==> src/rtl/bnn_uart_pkg.sv <==
// Shared types and constants for the UART transmit scheduler.
package bnn_uart_pkg;

   typedef enum logic [1:0] {IDLE, START, DATA, STOP} tx_state_t;

   localparam logic UART_IDLE_LVL  = 1'b1;
   localparam logic UART_START_LVL = 1'b0;

   // Clock cycles of line activity per 8N1-style frame (start + data + stop).
   function automatic int unsigned frame_cycles(input int unsigned data_w,
                                                input int unsigned clks_per_bit);
      return (data_w + 2) * clks_per_bit;
   endfunction

endpackage

==> src/rtl/rr_arbiter.sv <==
// Combinational round-robin pick: first requester at or after ptr, wrapping modulo NUM_REQ.
module rr_arbiter #(
   parameter int unsigned NUM_REQ = 2
) (
   input  logic [NUM_REQ-1:0]         req,
   input  logic [$clog2(NUM_REQ)-1:0] ptr,
   output logic [NUM_REQ-1:0]         gnt_c,
   output logic [$clog2(NUM_REQ)-1:0] idx_c
);

   localparam int unsigned PTR_W = $clog2(NUM_REQ);

   int unsigned      pos;
   logic [PTR_W-1:0] pos_idx;
   logic             found;

   always_comb begin
      gnt_c   = '0;
      idx_c   = '0;
      found   = 1'b0;
      pos     = 0;
      pos_idx = '0;
      for (int unsigned i = 0; i < NUM_REQ; i++) begin
         pos = 32'(ptr) + i;
         if (pos >= NUM_REQ) pos = pos - NUM_REQ;
         pos_idx = PTR_W'(pos);
         if (!found && req[pos_idx]) begin
            found          = 1'b1;
            gnt_c[pos_idx] = 1'b1;
            idx_c          = pos_idx;
         end
      end
   end

endmodule

==> src/rtl/uart_tx_scheduler.sv <==
// Round-robin shared UART transmitter: one requester's byte per frame, LSB first,
// with a baud counter realigned at every frame start.
module uart_tx_scheduler
   import bnn_uart_pkg::*;
#(
   parameter int unsigned NUM_REQ      = 2,
   parameter int unsigned DATA_W       = 8,
   parameter int unsigned CLKS_PER_BIT = 8
) (
   input  logic                      clk,
   input  logic                      rst,
   input  logic [NUM_REQ-1:0]        req,
   input  logic [NUM_REQ*DATA_W-1:0] data,
   output logic [NUM_REQ-1:0]        grant,
   output logic                      tx,
   output logic                      busy,
   output logic                      done
);

   localparam int unsigned PTR_W = $clog2(NUM_REQ);
   localparam int unsigned CNT_W = $clog2(CLKS_PER_BIT);
   localparam int unsigned BIT_W = (DATA_W > 1) ? $clog2(DATA_W) : 1;

   if (CLKS_PER_BIT < 2) begin : g_bad_cpb
      $error("uart_tx_scheduler: CLKS_PER_BIT must be >= 2");
   end
   if (NUM_REQ < 2) begin : g_bad_nreq
      $error("uart_tx_scheduler: NUM_REQ must be >= 2");
   end

   tx_state_t          state, state_n;
   logic [CNT_W-1:0]   cnt, cnt_n;
   logic [BIT_W-1:0]   bit_idx, bit_idx_n;
   logic [DATA_W-1:0]  shift, shift_n;
   logic [PTR_W-1:0]   ptr, ptr_n;
   logic [NUM_REQ-1:0] grant_n;
   logic               tx_n, busy_n, done_n;

   logic [NUM_REQ-1:0] gnt_c;
   logic [PTR_W-1:0]   win_c;
   logic [DATA_W-1:0]  win_data_c;
   logic               bit_end_c;

   rr_arbiter #(.NUM_REQ(NUM_REQ)) u_arb (
      .req   (req),
      .ptr   (ptr),
      .gnt_c (gnt_c),
      .idx_c (win_c)
   );

   // Payload of the arbitration winner.
   always_comb begin
      win_data_c = '0;
      for (int unsigned i = 0; i < NUM_REQ; i++) begin
         if (gnt_c[i]) win_data_c = data[i*DATA_W +: DATA_W];
      end
   end

   assign bit_end_c = (cnt == CNT_W'(CLKS_PER_BIT - 1));

   always_ff @(posedge clk or posedge rst) begin
      if (rst) begin
         state   <= IDLE;
         cnt     <= '0;
         bit_idx <= '0;
         shift   <= '0;
         ptr     <= '0;
         grant   <= '0;
         tx      <= UART_IDLE_LVL;
         busy    <= 1'b0;
         done    <= 1'b0;
      end else begin
         state   <= state_n;
         cnt     <= cnt_n;
         bit_idx <= bit_idx_n;
         shift   <= shift_n;
         ptr     <= ptr_n;
         grant   <= grant_n;
         tx      <= tx_n;
         busy    <= busy_n;
         done    <= done_n;
      end
   end

   always_comb begin
      state_n   = state;
      cnt_n     = cnt;
      bit_idx_n = bit_idx;
      shift_n   = shift;
      ptr_n     = ptr;
      grant_n   = '0;
      tx_n      = tx;
      busy_n    = busy;
      done_n    = 1'b0;

      case (state)
         IDLE: begin
            tx_n = UART_IDLE_LVL;
            if (|req) begin
               state_n = START;
               grant_n = gnt_c;
               shift_n = win_data_c;
               tx_n    = UART_START_LVL;
               cnt_n   = '0;
               ptr_n   = (win_c == PTR_W'(NUM_REQ - 1)) ? '0 : win_c + PTR_W'(1);
            end
         end
         START: begin
            cnt_n = cnt + CNT_W'(1);
            if (bit_end_c) begin
               state_n   = DATA;
               cnt_n     = '0;
               bit_idx_n = '0;
               tx_n      = shift[0];
               shift_n   = shift >> 1;
            end
         end
         DATA: begin
            cnt_n = cnt + CNT_W'(1);
            if (bit_end_c) begin
               cnt_n = '0;
               if (bit_idx == BIT_W'(DATA_W - 1)) begin
                  state_n = STOP;
                  tx_n    = UART_IDLE_LVL;
               end else begin
                  bit_idx_n = bit_idx + BIT_W'(1);
                  tx_n      = shift[0];
                  shift_n   = shift >> 1;
               end
            end
         end
         STOP: begin
            cnt_n = cnt + CNT_W'(1);
            if (bit_end_c) begin
               state_n = IDLE;
               cnt_n   = '0;
               done_n  = 1'b1;
            end
         end
         default: state_n = IDLE;
      endcase

      busy_n = (state_n != IDLE);
   end

endmodule
==> config.mk <==
export PLATFORM = sky130hd
export DESIGN_NAME = uart_tx_scheduler
export DESIGN_NICKNAME = d
export VERILOG_FILES = /design/src/rtl/bnn_uart_pkg.sv /design/src/rtl/rr_arbiter.sv /design/src/rtl/uart_tx_scheduler.sv
export SDC_FILE = /design/constraint.sdc
export NUM_CORES = 1
export LEC_CHECK = 0
export ABC_AREA = 1
export CAP_MARGIN = 30
export CORE_UTILIZATION = 51
export DETAILED_ROUTE_END_ITERATION = 10
export MAX_ROUTING_LAYER = met4
export PLACE_DENSITY_LB_ADDON = 0.12
export SLEW_MARGIN = 20
export SYNTH_ARGS = -nofsm -noshare
export SYNTH_HDL_FRONTEND = slang
export SYNTH_SLANG_ARGS = --single-unit
export TNS_END_PERCENT = 20
==> constraint.sdc <==
create_clock -name clk -period 1.8 [get_ports clk]
set_clock_uncertainty 0.05 [all_clocks]
set_input_delay 0.27 -clock clk [delete_from_list [all_inputs] [get_ports clk]]
set_output_delay 0.27 -clock clk [all_outputs]
set_load 0.005 [all_outputs]
* Word-level counts from Yosys, hierarchy flattened *
Index checks and enable logic that the tools add are counted.
Widths: inputs -> output; s select.

cells by class
  add/subtract/negate cells = 6
  $lt $le $gt $ge = 6
  eq/ne operators = 9
  multiplexer cells = 45
  bitwise logic cells = 1
  reductions and logical operators = 14

operators by type and width
  operator             number
  $mux 8               6
  $pmux 8 s3           1
  $mux 1               18
  $mux 2               9
  $mux 3               5
  $pmux 3 s2           2
  $ne 2x2->1 const B   4
  $pmux 2 s4           1
  $add 3x1->3 const B  2
  $eq 3x3->1 const B   2
  $reduce_and 5->1     1
  $eq 2x2->1 const B   2
  $lt 1x2->1 const B   2
  $reduce_and 4->1     1
  $reduce_bool 2->1    2
  $logic_and 1x1->1    3
  $pmux 1 s3           1
  $reduce_and 3->1     1
  $reduce_bool 3->1    1
  $reduce_or 3->1      1
  $add 1x1->2 const B  1
  $demux 1 s1          2
  $eq 2x1->1 const B   1
  $ge 1x1->1 const B   2
  other kinds (9)      10

storage, ports and cells
  register bits after elaboration = 22
  bits of input ports = 20
  output and inout bits = 5
  logic and storage cells = 90

* Depth between registers and ports, before layout *
  depth after elaboration = 13
  depth in mapped cells = 10
  depth with buffers taken out = 10

* Cells and area by module *
Synthesis repeated with hierarchy kept, for this count alone.

second synthesis, totals
  cell total of the unflattened synthesis = 197
  area, all modules = 1,397.6 um^2

by module, submodules not included
  module             times used  cells each  area an instance (um^2)  seq. area each (um^2)
  uart_tx_scheduler  1           192         1,368.8                  551.8
  rr_arbiter         1           5           28.8                     0.0

* Worst setup path after synthesis *
OpenSTA, ideal clock, no wires.

  path type = flip-flop to flip-flop
  from = register state[0]
  to = register shift[0]
  setup time = 0.117 ns
  arrival time = 1.372 ns
  required time = 1.633 ns
  setup slack = 0.261 ns
  stages on the path, launching flop included = 8
  buffers on the path = 1
  clock period less this slack = 1.539 ns
  cells stage by stage = dfrtp_1 -> inv_1 -> ha_1 -> inv_1 -> buf_2 -> or2_2 -> nand3_1 -> nand2_1

on the way
  cells in the longest elaborated chain, start to end = 3
  elaborated cells between the ends (all ways) = 10
  those cells by class = eq/ne: 6; mux: 1; reduce/logical: 3

RTL lines
  item                                                              RTL line                 source
  from (decl)                                                       uart_tx_scheduler.sv:31  tx_state_t state, state_n;
  from (signal assigned)                                            uart_tx_scheduler.sv:73  state <= state_n;
  $eq 2x2->1 (tied with other cells)                                uart_tx_scheduler.sv:96  case (state)
  $ne 2x2->1 (no line) / $reduce_bool 3->1 (equally long branches)  --
  $reduce_and 5->1 (no line)                                        --
  to (signal assigned)                                              uart_tx_scheduler.sv:76  shift <= shift_n;
  to (decl)                                                         uart_tx_scheduler.sv:34  logic [DATA_W-1:0] shift, shift_n;

Parallel ways exist; a longest one is shown, timed or not.
A chain may end at the register's enable or synchronous reset.

* Worst setup path in the final report *
  from = register state[1]
  to = register shift[2]

Same word-level chain as after synthesis.

==> metrics.md <==
| Metric | Value |
|---|---|
| Total I/O pin count | `25` |
| Tcrit/Tclk final | `93.9%` |
| DR vias/cell | `5.21` |
| FF-to-FF End | `shift[2]$_DFFE_PP0P_` |
| Post-synthesis xor/xnor area fraction | `0%` |
| Synth Flop Type | `dfrtp_1` |
| Clock Sinks | `22` |
| Final HPWL DP | `2120 microns` |
| Routed WL | `2700 microns` |
| Reg2Reg Launch Point | `state[1]$_DFF_PP0_` |
| Pwr Density | `between 1000 and 1500 nW/um^2` |
| R2R cell count | `6` |
| Largest family of logic cells by synthesized area | `simple AND/OR/NAND/NOR gates` |
| Warnings from Yosys | `0` |
| Worst-Margin Slew | `0.274 ns` |
| Crit start category | `register` |
| Worst EP required | `1.96 ns` |
| Fin crit period | `1.69 ns` |
| Status | `finished, final reports clean` |
| Largest net degree at the start of global routing | `23` |
| Initial Util | `53.5%` |
| Multiplexer area fraction after synthesis | `0%` |
| Die width | `53.0 microns` |
| Total CTS buffers | `3` |
| Sequential share of the synthesized area | `41.6%` |
| Core ar. | `roughly 2500 sq um` |
| Top-count cell post-synth | `nand2_1` |
| Worst-Skew Late Latency | `0.31 ns` |
| Met2 usage | `approximately 37%` |
| Grt met1 use | `between 20% and 30%` |
| Met3 layer usage reported by global route | `around 3.4%` |
| WL/cell | `approximately 12 microns` |
| DR DRC count | `0` |
| Fin. Hold Viols | `0` |
| First-pass GRT wire length | `4430 microns` |
| Nets | `229` |
| Syn Nets | `197` |
| Total GRT Usage | `22.3%` |
| Synth Area in Simple Gates | `39.3%` |
| Synth Area in Compound Gates | `2.26%` |
| MaxCap Viol Count | `0` |
| CTS tree | `done` |
| F_max | `approximately 590 MHz` |
| Vias in the first global route | `1083` |
| Drt pass-1 iters | `4` |
| Crit path max fanout | `11` |
| Ranking of synthesized cells by area | `dfrtp_1, nand3_1, nand2_1` |
| Share of flip-flops with an asynchronous set or reset | `100%` |
| Worst-path clk slew | `0.13 ns` |
| Setup-failing EPs final | `0` |
| Core Util, Final | `between 60% and 70%` |
| EDFF count, synth | `0` |
| Number of placement rows | `18` |
| GRT Residual Overflow | `0` |
| Iteration-0 DRC Markers | `a little under 50` |
| Vias post-DR | `1187` |
| Hold/Removal Path Class | `in -> async` |
| Placed Cells | `222` |
| Placer congestion estimate | `0.854` |
| Yosys cell types | `20` |
| Synth top area share | `39.6%` |
| Crit end category | `register` |
| Antenna diodes | `0` |
| Netlist Area Pre-Place | `around 1300 sq um` |
| Synth area leader | `dfrtp_1` |
| Maximum clock insertion buffer count | `2` |
| Root Driver | `clkbuf_4` |
| WHS | `about 0.24 ns` |
| Non-Filler Instances | `228` |
| CTS H-Tree Depth | `1` |
| Share of cells above drive strength 1 | `approximately 15%` |
| Die Area | `2810 sq um` |
| Commonest cells post-synth | `nand2_1, nand3_1, dfrtp_1, inv_1, ha_1` |
| R2r setup slk | `around 0.11 ns` |
| Antenna Violating Nets Remaining | `0` |
| Syn avg cell area | `7.94 sq um` |
| Power, Total | `0.00228 W` |
| Synth Instances | `167` |
| CP Data Arrival Time | `1.85 ns` |
| I/O Buffers | `24` |
| Yosys reg bits | `22` |
| Slew Viols, Final | `0` |
| Maximum VDD drop | `0.000942 V` |
| LEAKAGE | `0.907 nW` |
| Adder-cell area share of the yosys netlist | `a little under a tenth` |
| Kind of critical path | `reg -> reg` |
| Grt peak-use layer | `met2` |
| Rel. slew slack | `just over 80%` |
| Die height | `approximately 53 microns` |
| Initial antenna violation count | `0` |
| Layout area overhead | `27.3%` |
cells by family after synthesis:
logic type	Yosys count
AO/OA/AOI/OAI	6
adder cells (fa/ha/maj)	10
buffers and inverters	23
flip-flops	22
AND/OR/NAND/NOR	106
sequential cells by signal, summed over array words and instances, names as in the netlist, named ones only:
name     cells
bit_idx      3
busy         1
cnt          3
done         1
grant        2
shift        8
state        2
tx           1
where the power goes:
| group | total (W) | internal [W] | switching (W) |
|---|---|---|---|
| clock network | 0.000382 | 0.000225 | 0.000157 |
| registers | 0.000767 | 0.000677 | 0.0000896 |
| logic | 0.00113 | 0.000497 | 0.000635 |
stage by stage:
stage          area, sq um  TNS [ns]  setup WS, ns
4_1_cts               1670         0        0.0953
3_5_place_dp          1610         0         0.128
3_3_place_gp          1610         0         0.171
6_report              1690         0         0.109
2_1_floorplan         1330         0         0.261
5_1_grt               1690   -0.0239       -0.0134
how the worst max path moves through the flow:
stage / from / endpoint / slack [ns]
after CTS: state[1]$_DFF_PP0_ / bit_idx[0]$_DFFE_PP0P_ / 0.1
after floorplan: state[0]$_DFF_PP0_ / shift[0]$_DFFE_PP0P_ / 0.26
after detailed placement: state[1]$_DFF_PP0_ / bit_idx[0]$_DFFE_PP0P_ / 0.13
after global placement: req[0] / shift[0]$_DFFE_PP0P_ / 0.17
final: state[1]$_DFF_PP0_ / shift[2]$_DFFE_PP0P_ / 0.11
after global routing: state[1]$_DFF_PP0_ / shift[4]$_DFFE_PP0P_ / -0.01
timing repair:
action	in CTS	in global routing
resized for setup	0	3
hold buffers	0	0
buffers inserted	0	2
endpoints found under the setup margin	0	3
cell type report:
| class | count | area, sq um |
|---|---|---|
| Multi-Input combinational cell | 122 | 679 |
| Clock inverter | 1 | 30.0 |
| Inverter | 20 | 81.3 |
| Tap cell | 30 | 37.5 |
| Clock buffer | 3 | 22.5 |
| Timing Repair Buffer | 30 | 285 |
| Sequential cell | 22 | 552 |
| Fill cell | 201 | 790 |
per-layer routing:
layer	part of all wire, %	wire, microns
met2	50	1350
met4	0.89	24
met1	46	1230
met3	3.3	90
met5	0	0
worst max-delay path, cell delays in order, from the launching register on:
cell	delay (ns)
dfrtp_1	0.44
inv_1	0.11
ha_1	0.35
clkinvlp_4	0.19
or2_2	0.31
nand3_1	0.08
nand2_1	0.06
layout by cell type, fill, tap and decap left out, types with 2 or more instances in the layout:
cell             count
clkbuf_4             3
a21oi_1              2
nand2_1             42
buf_4                6
inv_1               18
nand2_2              5
clkdlybuf4s50_1     24
nand2_4              2
nor2_1               5
or2_2                7
o21ai_0              3
nand3_1             39
dfrtp_1             21
ha_1                10
No activity file was read; power rests on OpenSTA's default activity.
